### config.mk
export PLATFORM = sky130hd
export DESIGN_NAME = nibble_feeder
export DESIGN_NICKNAME = d
export VERILOG_FILES = /design/src/rtl/nibble_feeder.sv
export SDC_FILE = /design/constraint.sdc
export NUM_CORES = 1
export LEC_CHECK = 0
export ABC_AREA = 1
export CORE_UTILIZATION = 57
export CTS_BUF_LIST = sky130_fd_sc_hd__clkbuf_8
export CTS_CLUSTER_DIAMETER = 200
export DETAILED_ROUTE_END_ITERATION = 12
export PLACE_DENSITY = 0.81
export SLEW_MARGIN = 20
export SYNTH_ARGS = -nofsm -noshare
export SYNTH_HDL_FRONTEND = slang
export SYNTH_SLANG_ARGS = --single-unit
### constraint.sdc
create_clock -name clk -period 2.7 [get_ports clk]
set_input_delay 0.54 -clock clk [delete_from_list [all_inputs] [get_ports clk]]
set_output_delay 0.54 -clock clk [all_outputs]
set_load 0.03 [all_outputs]
### src/rtl/nibble_feeder.sv
// nibble_feeder: FIFO-buffered nibble source feeding an accumulator in framed bursts.
// Optional NIBBLE_FEEDER_ZERO_SKIP_EN: zero nibbles are consumed without being fed or counted.
module nibble_feeder #(
  parameter int DEPTH = 4,
  parameter int FRAME_LEN = 8
) (
  input  logic clk,
  input  logic Rst,
  input  logic [3:0] in_data,
  input  logic in_valid,
  output logic in_ready,
  input  logic hold,
  output logic [3:0] ln,
  output logic acc_en,
  output logic acc_clr,
  output logic frame_done,
  output logic [$clog2(DEPTH):0] fill_level,
  output logic busy
);
  localparam int AW = $clog2(DEPTH);
  localparam logic [AW:0] FULL = (AW+1)'(DEPTH);
  localparam logic [AW:0] ONE = (AW+1)'(1);
  localparam logic [7:0] LAST = 8'(FRAME_LEN - 1);
  typedef enum logic [1:0] {IDLE, CLEAR, FEED, DONE} state_t;
  state_t state;
  logic [3:0] mem [DEPTH];
  logic [AW-1:0] wp, rp;
  logic [7:0] fcnt;
  logic full, empty, push, pop, counted;
  assign full = fill_level == FULL;
  assign empty = fill_level == '0;
  assign in_ready = !full && !Rst;
  assign push = in_valid && in_ready;
  assign pop = state == FEED && !empty && !hold;
`ifdef NIBBLE_FEEDER_ZERO_SKIP_EN
  assign counted = pop && mem[rp] != 4'd0;
`else
  assign counted = pop;
`endif
  assign acc_clr = state == CLEAR;
  assign frame_done = state == DONE;
  assign busy = state != IDLE;
  always_ff @(posedge clk)
    if (push) mem[wp] <= in_data;
  always_ff @(posedge clk) begin
    if (Rst) begin
      state <= IDLE;
      wp <= '0;
      rp <= '0;
      fill_level <= '0;
      fcnt <= '0;
      ln <= '0;
      acc_en <= 1'b0;
    end else begin
      if (push) wp <= wp + 1'b1;
      if (pop) rp <= rp + 1'b1;
      fill_level <= push && !pop ? fill_level + ONE : pop && !push ? fill_level - ONE : fill_level;
      acc_en <= counted;
      if (counted) ln <= mem[rp];
      case (state)
        IDLE: if (!empty) state <= CLEAR;
        CLEAR: begin
          fcnt <= '0;
          state <= FEED;
        end
        FEED: if (counted) begin
          fcnt <= fcnt + 8'd1;
          if (fcnt == LAST) state <= DONE;
        end
        DONE: state <= IDLE;
      endcase
    end
  end
endmodule

### After elaboration in Yosys (flattened, before gate mapping)

Memories as Yosys holds them, arrays and structs flattened. A register that Yosys moved wholly into a read port is not among the register bits.
Cells that the tools add are included.

* flip-flop bits (word level): 18
* memories: 1
* output and inout bits: 12
* logic and storage cells: 49
* RAM bits: 16

* eq/ne operators: 8
* reductions and logical operators: 19
* mux-type cells: 10
* add/subtract/negate cells: 5

Memory list
* mem: words 4, width 4, rd ports 1, clocked after memory_dff 1, wr ports 1, line 26 `logic [3:0] mem [DEPTH];`

Operator list (count)
* one-hot mux 8 bit (2 select lines): 1
* adder 8 x 1 -> 8 bit (second input constant): 1
* equality test 8 x 3 -> 1 bit (second input constant): 1
* two-way mux 8 bit: 1
* one-hot mux 2 bit (4 select lines): 1
* logical AND 1 bit: 6
* zero test 1 bit: 6
* two-way mux 2 bit: 3
* two-way mux 3 bit: 2
* nonzero test 2 bit: 3
* adder 2 x 1 -> 2 bit (second input constant): 2
* equality test 2 bit (second input constant): 2
* inequality test 2 bit (second input constant): 2
* adder 3 x 1 -> 3 bit (second input constant): 1
* equality test 3 bit (second input constant): 1
* zero test 3 bit: 1
* AND reduction 3 bit: 1
* subtractor 3 x 1 -> 3 bit (second input constant): 1
* equality test 2 x 1 -> 1 bit (second input constant): 1
* zero test 2 bit: 1
* two-way mux 1 bit: 2
* inequality test 2 x 1 -> 1 bit (second input constant): 1
* AND reduction 2 bit: 1

### Longest topological paths before layout

Gate-level depths: netlist of the first run.

* depth in word-level cells: 8
* gate-level depth with buffers: 12

### Worst setup path after synthesis of the first run

No wires, ideal clock.

* path type: reg-to-reg
* start: register fill_level[0]
* end: register fill_level[2]
* required time: 2578 ps
* slack: 80 ps
* arrival time: 2498 ps
* stages on the path, launching flop included: 12
* library setup time: 122 ps
* cells stage by stage: dfxtp_1 -> nor2_2 -> a21oi_1 -> nand2_2 -> inv_1 -> ha_1 -> inv_1 -> fa_1 -> a21oi_1 -> o21ai_0 -> o21ai_0 -> a21oi_1

* word-level cells in the longest chain between the ends: 7

Ends and longest elaborated chain
* from (decl): line 17 `output logic [$clog2(DEPTH):0] fill_level,`
* from (signal assigned): line 57 `fill_level <= push && !pop ? fill_level + ONE : pop && !push ? fill_level - ONE : fill_level;`
* equality test 3 bit (*): line 30 `assign full = fill_level == FULL;`
* zero test 1 bit (*): line 32 `assign in_ready = !full && !Rst;`
* logical AND 1 bit (*): line 32
* net in_ready: line 11 `output logic in_ready,`
* logical AND 1 bit (*): line 33 `assign push = in_valid && in_ready;`
* net push: line 29 `logic full, empty, push, pop, counted;`
* zero test 1 bit: line 57
* logical AND 1 bit: line 57
* nonzero test 2 bit (no source line)

Mark *: on every way through the listed nets, which the timed path passes. The rest lies on a longest branch. The select of a mux whose other input is x is not followed.
A chain may end at the register's enable or synchronous reset.

### Worst setup path after layout of the first run

* start: input port Rst
* end: output port in_ready

* word-level cells in the longest chain between the ends: 2

Ends and longest elaborated chain
* from (decl): line 8 `input logic Rst,`
* zero test 1 bit: line 32
* logical AND 1 bit: line 32
* to (decl): line 11

Every way passes these cells.

==> run summary, run 1 <==
GLOBAL ROUTING
-------------------------------------------------------------------------------------
Vias in the first global route .........................................        1,294
Grt total ovfl .........................................................            0
Maximum number of pins on one net before global-route repair ...........           16
Global-route wire length before repair .................................      5.19 mm
Initial antenna violation count ........................................            0
All-layer global routing usage .........................................        21.4%

TIMING
-------------------------------------------------------------------------------------
Final worst-path cycle share ...........................................        89.5%
Layout Skew ............................................................   0.00756 ns
Count of pins over their slew limit ....................................            0
Achievable Freq ........................................................      414 MHz
Final setup violation count ............................................            0
Smallest hold slack ....................................................     0.532 ns
Total Neg Setup Slack ..................................................         0 ns
Slew at the pin closest to its max-slew limit ..........................     0.407 ns
Hold violation count in the final report ...............................            0
Headroom to the max-slew limit .........................................        72.8%
Final critical-path required period ....................................      2.42 ns
Final worst slack ......................................................     0.284 ns
RSZ-0062 raised after global routing ...................................        false

SYNTH
-------------------------------------------------------------------------------------
Cells after synthesis ..................................................          192
Post-Synthesis Net Count ...............................................          211
Mapped Area ............................................................  0.00173 mm²
Count of state elements after synthesis ................................           38
Cell variety after synth ...............................................           25
Part of the Yosys area used for sequential elements ....................        53.2%
Mean area per synthesized cell .........................................     9.02 µm²
Yosys warning count ....................................................            0

DETAILED ROUTING
-------------------------------------------------------------------------------------
DR WL/cell .............................................................      12.1 µm
Total Wirelength .......................................................      3.01 mm
Iteration count of the initial detailed-routing pass ...................            8
Vias after detailed routing ............................................        1,306
Average vias per placed instance .......................................         5.24
Detailed Route Iter0 Violations ........................................           53
DRC violation count after routing ......................................            4
Antenna Nets Post-Route ................................................            0

WORST SETUP PATH
-------------------------------------------------------------------------------------
Data arrival, critical path ............................................      1.88 ns
Worst Path Class, Setup ................................................ input port to output pin
Worst path cell trace .................................................. clkdlybuf4s50_1 -> a21oi_1 -> clkdlybuf4s50_1
Critical-path top delay cell ........................................... clkdlybuf4s50_1
Startpoint type of the worst setup path ................................   input port
CP endpoint kind .......................................................   output pin
Cell type group with the largest total delay on the critical path ...... buffers and inverters
Largest stage delay on the critical path ...............................      0.70 ns
Max Fanout on Critical Path ............................................            3
Req. time, crit path ...................................................      2.16 ns
Path depth of the worst reg2reg path ...................................           12
Critical path buffer and inverter count ................................            2
Cell seen most often among critical-path stages ........................ clkdlybuf4s50_1
Critical Path Stages ...................................................            3

CLOCKING
-------------------------------------------------------------------------------------
Latest clock arrival within the worst-skew pair ........................      0.29 ns
Number of buffers on the longest clock path ............................            2
CTS sink cnt ...........................................................           38
Number of setup buffers added after CTS ................................            0
CTS H-tree depth .......................................................            2
Library cell used as clock root buffer .................................     clkbuf_8
Clock Pin Slew Worst Setup and Hold Paths ..............................      0.07 ns
TritonCTS clock tree ...................................................        built
Post-cts gate resize count .............................................            0
Number of buffers inserted during clock tree synthesis .................            5
Total of hold buffers inserted after clock tree synthesis ..............            0

RUN STATUS
-------------------------------------------------------------------------------------
Violations in the final reports ........................................ design-rule violations
Result of the run ...................................................... complete, but fails checks

POWER
-------------------------------------------------------------------------------------
Part of the total power dissipated in the clock network ................        28.5%
Net load switching power ...............................................     0.551 mW
Share of total power in sequential cells ...............................        41.1%
Power Density ..........................................................   802 mW/mm²
Switching share of power ...............................................        33.2%
Leakage component of the power .........................................     0.851 nW
Pwr Total ..............................................................      1.66 mW
VDD IR-drop max ........................................................       388 µV
Pint ...................................................................      1.11 mW
Portion of total power attributed to combinational logic ...............        30.3%

LAYOUT
-------------------------------------------------------------------------------------
Most used cells in the layout excluding fill and tap cells ............. nor2_1 (36), inv_1 (26), nand2_1 (23), dfxtp_1 (22), o21ai_0 (20)
Post-Layout Cell Count .................................................          249
Total inserted antenna cells ...........................................            0
Post-layout utilization of the core ....................................        73.1%
Layout Nets ............................................................          236
Final non-filler cell area .............................................  0.00207 mm²
Number of inserted filler cells in the final layout ....................          220
Post-synthesis to final-layout area growth .............................        19.4%
Ratio of cells with drive above 1 in the final layout ..................        7.80%
Most frequent standard cell in the layout excluding fill and tap cells .       nor2_1

FLOORPLAN
-------------------------------------------------------------------------------------
Number of placed I/O pins ..............................................           20
Row Count ..............................................................           19
Horizontal die dimension ...............................................      57.1 µm
Area of the die ........................................................  0.00326 mm²
Core area ..............................................................  0.00283 mm²
Vertical die dimension .................................................      57.1 µm
Effective utilization at floorplan .....................................        61.2%

FLOW RUN
-------------------------------------------------------------------------------------
Max Cap Violations .....................................................            0

PLACEMENT
-------------------------------------------------------------------------------------
Area of placed instances ...............................................  0.00195 mm²
Placed Instances .......................................................          241
Dpl ws .................................................................     0.192 ns
Number of input and output port buffers inserted .......................           19
Dpl hpwl ...............................................................      2.24 mm
Routability-driven placement congestion ratio ..........................        0.830

MIN PATH
-------------------------------------------------------------------------------------
Worst min path class ................................................... flop to flop
Instance count along the most critical hold path .......................            2

==> flip-flops by register name, summed over array words and instances (netlist names) <==
name and flops:
acc_en 1, fill_level 3, mem 16, rp 2
fcnt 8, ln 4, state 2, wp 2
==> routing by layer <==
metal | vias to the layer above | GRT usage (%) | share of wire [%]
li1 | 676 | - | -
met1 | 592 | 24.4 | 45
met2 | 32 | 35.5 | 49
met3 | 6 | 7.94 | 5.0
met4 | 0 | 10.8 | 1.3
met5 | - | 0 | 0
==> synthesized netlist by cell type <==
master    instances  area (µm²)
edfxtp_1         16         480
o211a_1           1        10.0
inv_1            26        97.6
o21ai_0          20         100
inv_2             1        3.75
nor2_2            1        6.26
nor2_1           36         135
o31ai_2           1        12.5
dfxtp_1          22         440
a31oi_1           4        25.0
ha_1             10         125
nand2_2           1        6.26
nand2_1          23        86.3
nor2_4            1        11.3
o21ai_1           3        15.0
nand3_1           4        20.0
xor2_1            2        17.5
buf_2             2        10.0
buf_6             1        11.3
nor3_1            1        5.00
nand4_1           2        12.5
nand3b_1          1        7.51
a21oi_1          10        50.1
nand2_4           2        22.5
fa_1              1        20.0
==> worst min-delay path: stages, from the launching register on <==
cell and delay [ns]:
dfxtp_1 0.37, a21oi_1 0.05, nor2_1 0.07
==> final timing paths <==
| kind | startpoint | to | slack, ns |
|---|---|---|---|
| min | fcnt[2] | fcnt[2] | 0.53 |
| max reg2reg | state[0] | fill_level[2] | 0.52 |
| max | Rst | in_ready | 0.28 |
| min reg2reg | fcnt[2] | fcnt[2] | 0.53 |
==> cell families after synthesis <==
family / count (synthesis) / share of synthesized area (%)
and+or+nand+nor: 72 / 18.1
adders and majority gates: 11 / 8.38
xor gates and xnor gates: 2 / 1.01
buffers and inverters: 30 / 7.08
DFF: 38 / 53.2
AOI/OAI and AO/OA: 39 / 12.3
==> power by group through the flow <==
stage	Combinational (mW)	Clock, mW	Sequential, mW
floorplan	0.330	0	0.719
global placement	0.485	0	0.692
detailed placement	0.506	0	0.696
CTS	0.507	0.481	0.683
global route	0.563	0.500	0.688
finish	0.503	0.474	0.682
==> final cells by class <==
cell class                      instances  area, µm²  area share [%]
Clock inverter                          3       45.0            2.18
Tap cell                               31       38.8            1.88
Inverter                               27        101            4.90
Timing Repair Buffer                   21        205            9.92
Sequential cell                        38        921            44.5
Clock buffer                            5       68.8            3.33
Multi-Input combinational cell        124        688            33.3
(Power assumes the default switching activity.)
==> run 2, diff against run 1 <==
- CORE_MARGIN: unset -> 2
- CORE_UTILIZATION: 57 -> 65
- DONT_BUFFER_PORTS: unset -> 1
- RECOVER_POWER: unset -> 25
==> run summary, run 2 (synthesis gave the netlist of run 1 again) <==
RUN STATUS
-------------------------------------------------------------------------------------
Result of the run ...................................................... finished clean

DETAILED ROUTING
-------------------------------------------------------------------------------------
Antenna Nets Post-Route ................................................            0
Detailed Route Iter0 Violations ........................................           43
DR WL/cell .............................................................      13.4 µm
DRC violation count after routing ......................................            0
Total Wirelength .......................................................      3.06 mm
Average vias per placed instance .......................................         5.42
Vias after detailed routing ............................................        1,236
Iteration count of the initial detailed-routing pass ...................            4

POWER
-------------------------------------------------------------------------------------
Power Density ..........................................................   854 mW/mm²
VDD IR-drop max ........................................................      1010 µV
Leakage component of the power .........................................     0.777 nW

FLOORPLAN
-------------------------------------------------------------------------------------
Horizontal die dimension ...............................................      55.6 µm
Row Count ..............................................................           18
Core area ..............................................................  0.00250 mm²
Area of the die ........................................................  0.00309 mm²
Effective utilization at floorplan .....................................        69.3%
Vertical die dimension .................................................      55.6 µm
Number of placed I/O pins ..............................................           20

LAYOUT
-------------------------------------------------------------------------------------
Total inserted antenna cells ...........................................            0
Largest register FFs ...................................................           16
Multi-input combinational cell area ....................................      688 µm²
Ratio of cells with drive above 1 in the final layout ..................        8.08%
Post-layout utilization of the core ....................................        74.8%
Most used cells in the layout excluding fill and tap cells ............. nor2_1 (36), inv_1 (26), nand2_1 (23), dfxtp_1 (22), o21ai_0 (20)
Layout Nets ............................................................          216
Most frequent standard cell in the layout excluding fill and tap cells .       nor2_1
Footprint of the flip-flops and latches ................................      921 µm²
Post-synthesis to final-layout area growth .............................        7.95%
Register bank with the most flops ......................................          mem
Number of inserted filler cells in the final layout ....................          175
Post-Layout Cell Count .................................................          228
Regs by FF count ....................................................... mem (16), fcnt (8), ln (4)

WORST SETUP PATH
-------------------------------------------------------------------------------------
CP endpoint kind .......................................................         flop
Max Fanout on Critical Path ............................................            9
Worst Path Class, Setup ................................................ flop to flop
Data arrival, critical path ............................................      2.60 ns
Startpoint type of the worst setup path ................................         flop
Req. time, crit path ...................................................      2.89 ns

PLACEMENT
-------------------------------------------------------------------------------------
Placed Instances .......................................................          220
Dpl ws .................................................................     0.348 ns
Routability-driven placement congestion ratio ..........................        0.804
Number of input and output port buffers inserted .......................            0
Dpl hpwl ...............................................................      2.25 mm

TIMING
-------------------------------------------------------------------------------------
Headroom to the max-slew limit .........................................        68.7%
Slew at the pin closest to its max-slew limit ..........................     0.469 ns
Final worst-path cycle share ...........................................        89.3%
RSZ-0062 raised after global routing ...................................        false
Final critical-path required period ....................................      2.41 ns
Achievable Freq ........................................................      415 MHz
Final setup violation count ............................................            0
Count of pins over their slew limit ....................................            0
Hold violation count in the final report ...............................            0
Total Neg Setup Slack ..................................................         0 ns
Smallest hold slack ....................................................     0.321 ns
Layout Skew ............................................................   0.00478 ns
Final worst slack ......................................................     0.288 ns

CLOCKING
-------------------------------------------------------------------------------------
TritonCTS clock tree ...................................................        built
Latest clock arrival within the worst-skew pair ........................      0.29 ns
Clock Pin Slew Worst Setup and Hold Paths ..............................      0.08 ns
CTS H-tree depth .......................................................            2
Total of hold buffers inserted after clock tree synthesis ..............            0
CTS sink cnt ...........................................................           38
Number of setup buffers added after CTS ................................            0
Number of buffers on the longest clock path ............................            2
Post-cts gate resize count .............................................            0
Library cell used as clock root buffer .................................     clkbuf_8
Number of buffers inserted during clock tree synthesis .................            5

GLOBAL ROUTING
-------------------------------------------------------------------------------------
Global-route wire length before repair .................................      5.29 mm
Maximum number of pins on one net before global-route repair ...........           16
Initial antenna violation count ........................................            0
Grt total ovfl .........................................................            0
All-layer global routing usage .........................................        22.6%
Vias in the first global route .........................................        1,179

MIN PATH
-------------------------------------------------------------------------------------
Worst min path class ................................................... input port to flop

FLOW RUN
-------------------------------------------------------------------------------------
Max Cap Violations .....................................................            0

run 2: worst max-delay path: stages (launching register included):
cell and delay, ns:
dfxtp_1 0.62, nor2_2 0.11, a21oi_1 0.25, nand2_2 0.17, inv_1 0.09, ha_1 0.14, inv_1 0.07, fa_1 0.38
a21oi_1 0.14, o21ai_0 0.11, o21ai_0 0.16, a21oi_1 0.06
run 2: layout make-up:
class                      count  share of cell area (%)
clock inverter                 3                    2.41
timing repair buffer           1                   0.402
multi-input combinational    124                    36.8
inverter                      27                    5.42
tap                           30                    2.01
sequential                    38                    49.3
clock buffer                   5                    3.68
run 2: metal layers:
| metal | vias up | routed length, µm | part of all wire [%] | track usage [%] |
|---|---|---|---|---|
| met2 | 33 | 1380 | 45 | 32.1 |
| met1 | 561 | 1410 | 46 | 29.3 |
| met4 | 0 | 42 | 1.4 | 8.71 |
| met3 | 7 | 229 | 7.5 | 11.6 |
| li1 | 635 | - | - | - |
| met5 | - | 0 | 0 | 0 |
run 2: power breakdown:
group	internal, mW	switching [mW]
sequential	0.646	0.0759
clock	0.275	0.209
combinational	0.119	0.272
total	1.04	0.557
run 2: path summary, 6_finish.rpt:
kind / start / end / slack (ns) / depth (start not counted)
setup / recovery: fill_level[0] / fill_level[2] / 0.29 / 11
hold / removal: Rst / acc_en / 0.32 / 1
setup reg to reg: fill_level[0] / fill_level[2] / 0.29 / 11
hold reg to reg: wp[1] / wp[1] / 0.53 / 2
run 2: per-stage QoR:
step                      power (mW)  instance area, µm²
after CTS                       1.60                1870
after global routing            1.69                1870
final                           1.60                1870
after detailed placement        1.12                1760
after global placement          1.10                1760
after floorplan                 1.05                1730
==> run 3, diff against run 2 <==
- CORE_UTILIZATION: 65 -> 61
- CTS_BUF_LIST: sky130_fd_sc_hd__clkbuf_8 -> sky130_fd_sc_hd__clkbuf_4 sky130_fd_sc_hd__clkbuf_8 sky130_fd_sc_hd__clkbuf_16
- PLACE_DENSITY: 0.81 -> 0.77
==> run summary, run 3 (synthesis gave the netlist of run 1 again) <==
WORST SETUP PATH
-------------------------------------------------------------------------------------
CP endpoint kind .......................................................         flop
Path depth of the worst reg2reg path ...................................           11
Worst path cell trace .................................................. nor2_2 -> a21oi_1 -> nand2_2 -> inv_1 -> ha_1 -> inv_1 -> fa_1 -> a21oi_1 -> o21ai_0 -> o21ai_0 -> a21oi_1
Data arrival, critical path ............................................      2.50 ns
Cell seen most often among critical-path stages ........................      a21oi_1
Startpoint type of the worst setup path ................................         flop
Worst Path Class, Setup ................................................ flop to flop
Critical Path Stages ...................................................           11
Crit Reg-Reg Startpoint ................................................ fill_level[1]
Critical-path top delay cell ...........................................      dfxtp_1
R2R Path End ........................................................... fill_level[2]
Req. time, crit path ...................................................      2.94 ns
Largest stage delay on the critical path ...............................      0.60 ns
R2R Setup Slk ..........................................................      0.44 ns
Cell type group with the largest total delay on the critical path ...... compound AO/OA/AOI/OAI gates
Critical path buffer and inverter count ................................            2
Max Fanout on Critical Path ............................................            9

FLOORPLAN
-------------------------------------------------------------------------------------
Area of the die ........................................................  0.00328 mm²
Effective utilization at floorplan .....................................        63.3%
Vertical die dimension .................................................      57.3 µm
Horizontal die dimension ...............................................      57.3 µm
Row Count ..............................................................           19
Number of placed I/O pins ..............................................           20
Core area ..............................................................  0.00273 mm²

DETAILED ROUTING
-------------------------------------------------------------------------------------
Average vias per placed instance .......................................         5.43
Total Wirelength .......................................................      2.96 mm
Vias after detailed routing ............................................        1,248
Iteration count of the initial detailed-routing pass ...................            4
Detailed Route Iter0 Violations ........................................           49
Met2 routed WL .........................................................      1.42 mm
WL met3 ................................................................       155 µm
Uppermost metal layer occupied by signal nets ..........................         met4
Antenna Nets Post-Route ................................................            0
DR WL/cell .............................................................      12.9 µm
DRC violation count after routing ......................................            0
M1 wire length .........................................................      1.29 mm

PLACEMENT
-------------------------------------------------------------------------------------
Dpl hpwl ...............................................................      2.22 mm
Area of placed instances ...............................................  0.00176 mm²
Routability-driven placement congestion ratio ..........................        0.856
Placed Instances .......................................................          222
Number of input and output port buffers inserted .......................            0

LAYOUT
-------------------------------------------------------------------------------------
Total inserted antenna cells ...........................................            0
Post-synthesis to final-layout area growth .............................        6.36%
Largest register FFs ...................................................           16
Regs by FF count ....................................................... mem (16), fcnt (8), ln (4)
Most used cells in the layout excluding fill and tap cells ............. nor2_1 (36), inv_1 (26), nand2_1 (23), dfxtp_1 (22), o21ai_0 (20)
Footprint of the flip-flops and latches ................................      921 µm²
Final non-filler cell area .............................................  0.00184 mm²
Ratio of cells with drive above 1 in the final layout ..................        8.54%
Multi-input combinational cell area ....................................      688 µm²
Most frequent standard cell in the layout excluding fill and tap cells .       nor2_1
Register bank with the most flops ......................................          mem
Post-Layout Cell Count .................................................          230
Layout Nets ............................................................          217
Number of inserted filler cells in the final layout ....................          212

POWER
-------------------------------------------------------------------------------------
Net load switching power ...............................................     0.530 mW
Power Density ..........................................................   809 mW/mm²
Part of the total power dissipated in the clock network ................        25.2%
Pint ...................................................................     0.960 mW
Portion of total power attributed to combinational logic ...............        27.2%
Share of total power in sequential cells ...............................        47.6%
VDD IR-drop max ........................................................       849 µV
Leakage component of the power .........................................     0.776 nW
Switching share of power ...............................................        35.6%
Pwr Total ..............................................................      1.49 mW

GLOBAL ROUTING
-------------------------------------------------------------------------------------
Maximum number of pins on one net before global-route repair ...........           16
Global-route wire length before repair .................................      5.23 mm
All-layer global routing usage .........................................        21.3%
Vias in the first global route .........................................        1,210
Grt total ovfl .........................................................            0
Initial antenna violation count ........................................            0

TIMING
-------------------------------------------------------------------------------------
Achievable Freq ........................................................      442 MHz
RSZ-0062 raised after global routing ...................................        false
Hold violation count in the final report ...............................            0
Count of pins over their slew limit ....................................            0
Total Neg Setup Slack ..................................................         0 ns
Final setup violation count ............................................            0
Layout Skew ............................................................   0.00999 ns
Final worst-path cycle share ...........................................        83.8%
Final critical-path required period ....................................      2.26 ns
Headroom to the max-slew limit .........................................        71.7%
Slew at the pin closest to its max-slew limit ..........................     0.423 ns

CLOCKING
-------------------------------------------------------------------------------------
Latest clock arrival within the worst-skew pair ........................      0.35 ns
Number of setup buffers added after CTS ................................            0
TritonCTS clock tree ...................................................        built
Clock Pin Slew Worst Setup and Hold Paths ..............................      0.10 ns
CTS sink cnt ...........................................................           38
Post-cts gate resize count .............................................            0
CTS H-tree depth .......................................................            2
Library cell used as clock root buffer .................................     clkbuf_4
Number of buffers inserted during clock tree synthesis .................            5
Number of buffers on the longest clock path ............................            2
Total of hold buffers inserted after clock tree synthesis ..............            0

MIN PATH
-------------------------------------------------------------------------------------
Start point of the worst min-delay path ................................          Rst
Instance count along the most critical hold path .......................            1
Worst min path class ................................................... input port to flop
Hold endpoint ..........................................................       acc_en

RUN STATUS
-------------------------------------------------------------------------------------
Result of the run ...................................................... finished clean

FLOW RUN
-------------------------------------------------------------------------------------
Max Cap Violations .....................................................            0

[run 3: cell types whose count changed in the layout (fill, tap and decap cells not counted)]
cell        before  now
clkbuf_4         0    5
buf_4            1    2
clkbuf_8         5    0
clkinv_2         0    2
clkinvlp_4       2    0
[run 3: layout make-up]
type / instances / area share, %
Multi-Input combinational cell: 124 / 37.4
Sequential cell: 38 / 50.0
Clock buffer: 5 / 2.04
Timing Repair Buffer: 2 / 0.815
Clock inverter: 3 / 2.17
Tap cell: 31 / 2.11
Inverter: 27 / 5.50
[run 3: how the worst max path moves through the flow]
stage | from | end | slack (ns)
finish | fill_level[1] | fill_level[2] | 0.44
global route | fill_level[1] | fill_level[2] | 0.20
CTS | fill_level[1] | fill_level[2] | 0.42
detailed placement | fill_level[1] | fill_level[2] | 0.44
global placement | fill_level[1] | fill_level[2] | 0.51
floorplan | fill_level[0] | fill_level[2] | 0.08
[run 3: power by group through the flow]
stage          clock network (mW)  registers, mW  logic (mW)
2_1_floorplan                   0          0.719       0.330
3_3_place_gp                    0          0.720       0.381
3_5_place_dp                    0          0.724       0.401
4_1_cts                     0.387          0.710       0.408
5_1_grt                     0.404          0.717       0.458
6_report                    0.375          0.709       0.406
[run 3: metrics by stage]
step                util (%)  hold slack, ns  setup WS [ns]
CTS                     67.4           0.255          0.419
floorplan                  -           0.481         0.0802
detailed placement      64.5           0.515          0.435
finish                  67.4           0.270          0.438
global placement        64.5           0.502          0.513
global route            67.4           0.258          0.202
[run 3: layer usage]
layer,vias to the layer above,GRT usage (%)
met5,-,0
met4,0,13.3
met3,9,6.12
met2,28,33.7
met1,573,25.5
li1,638,-
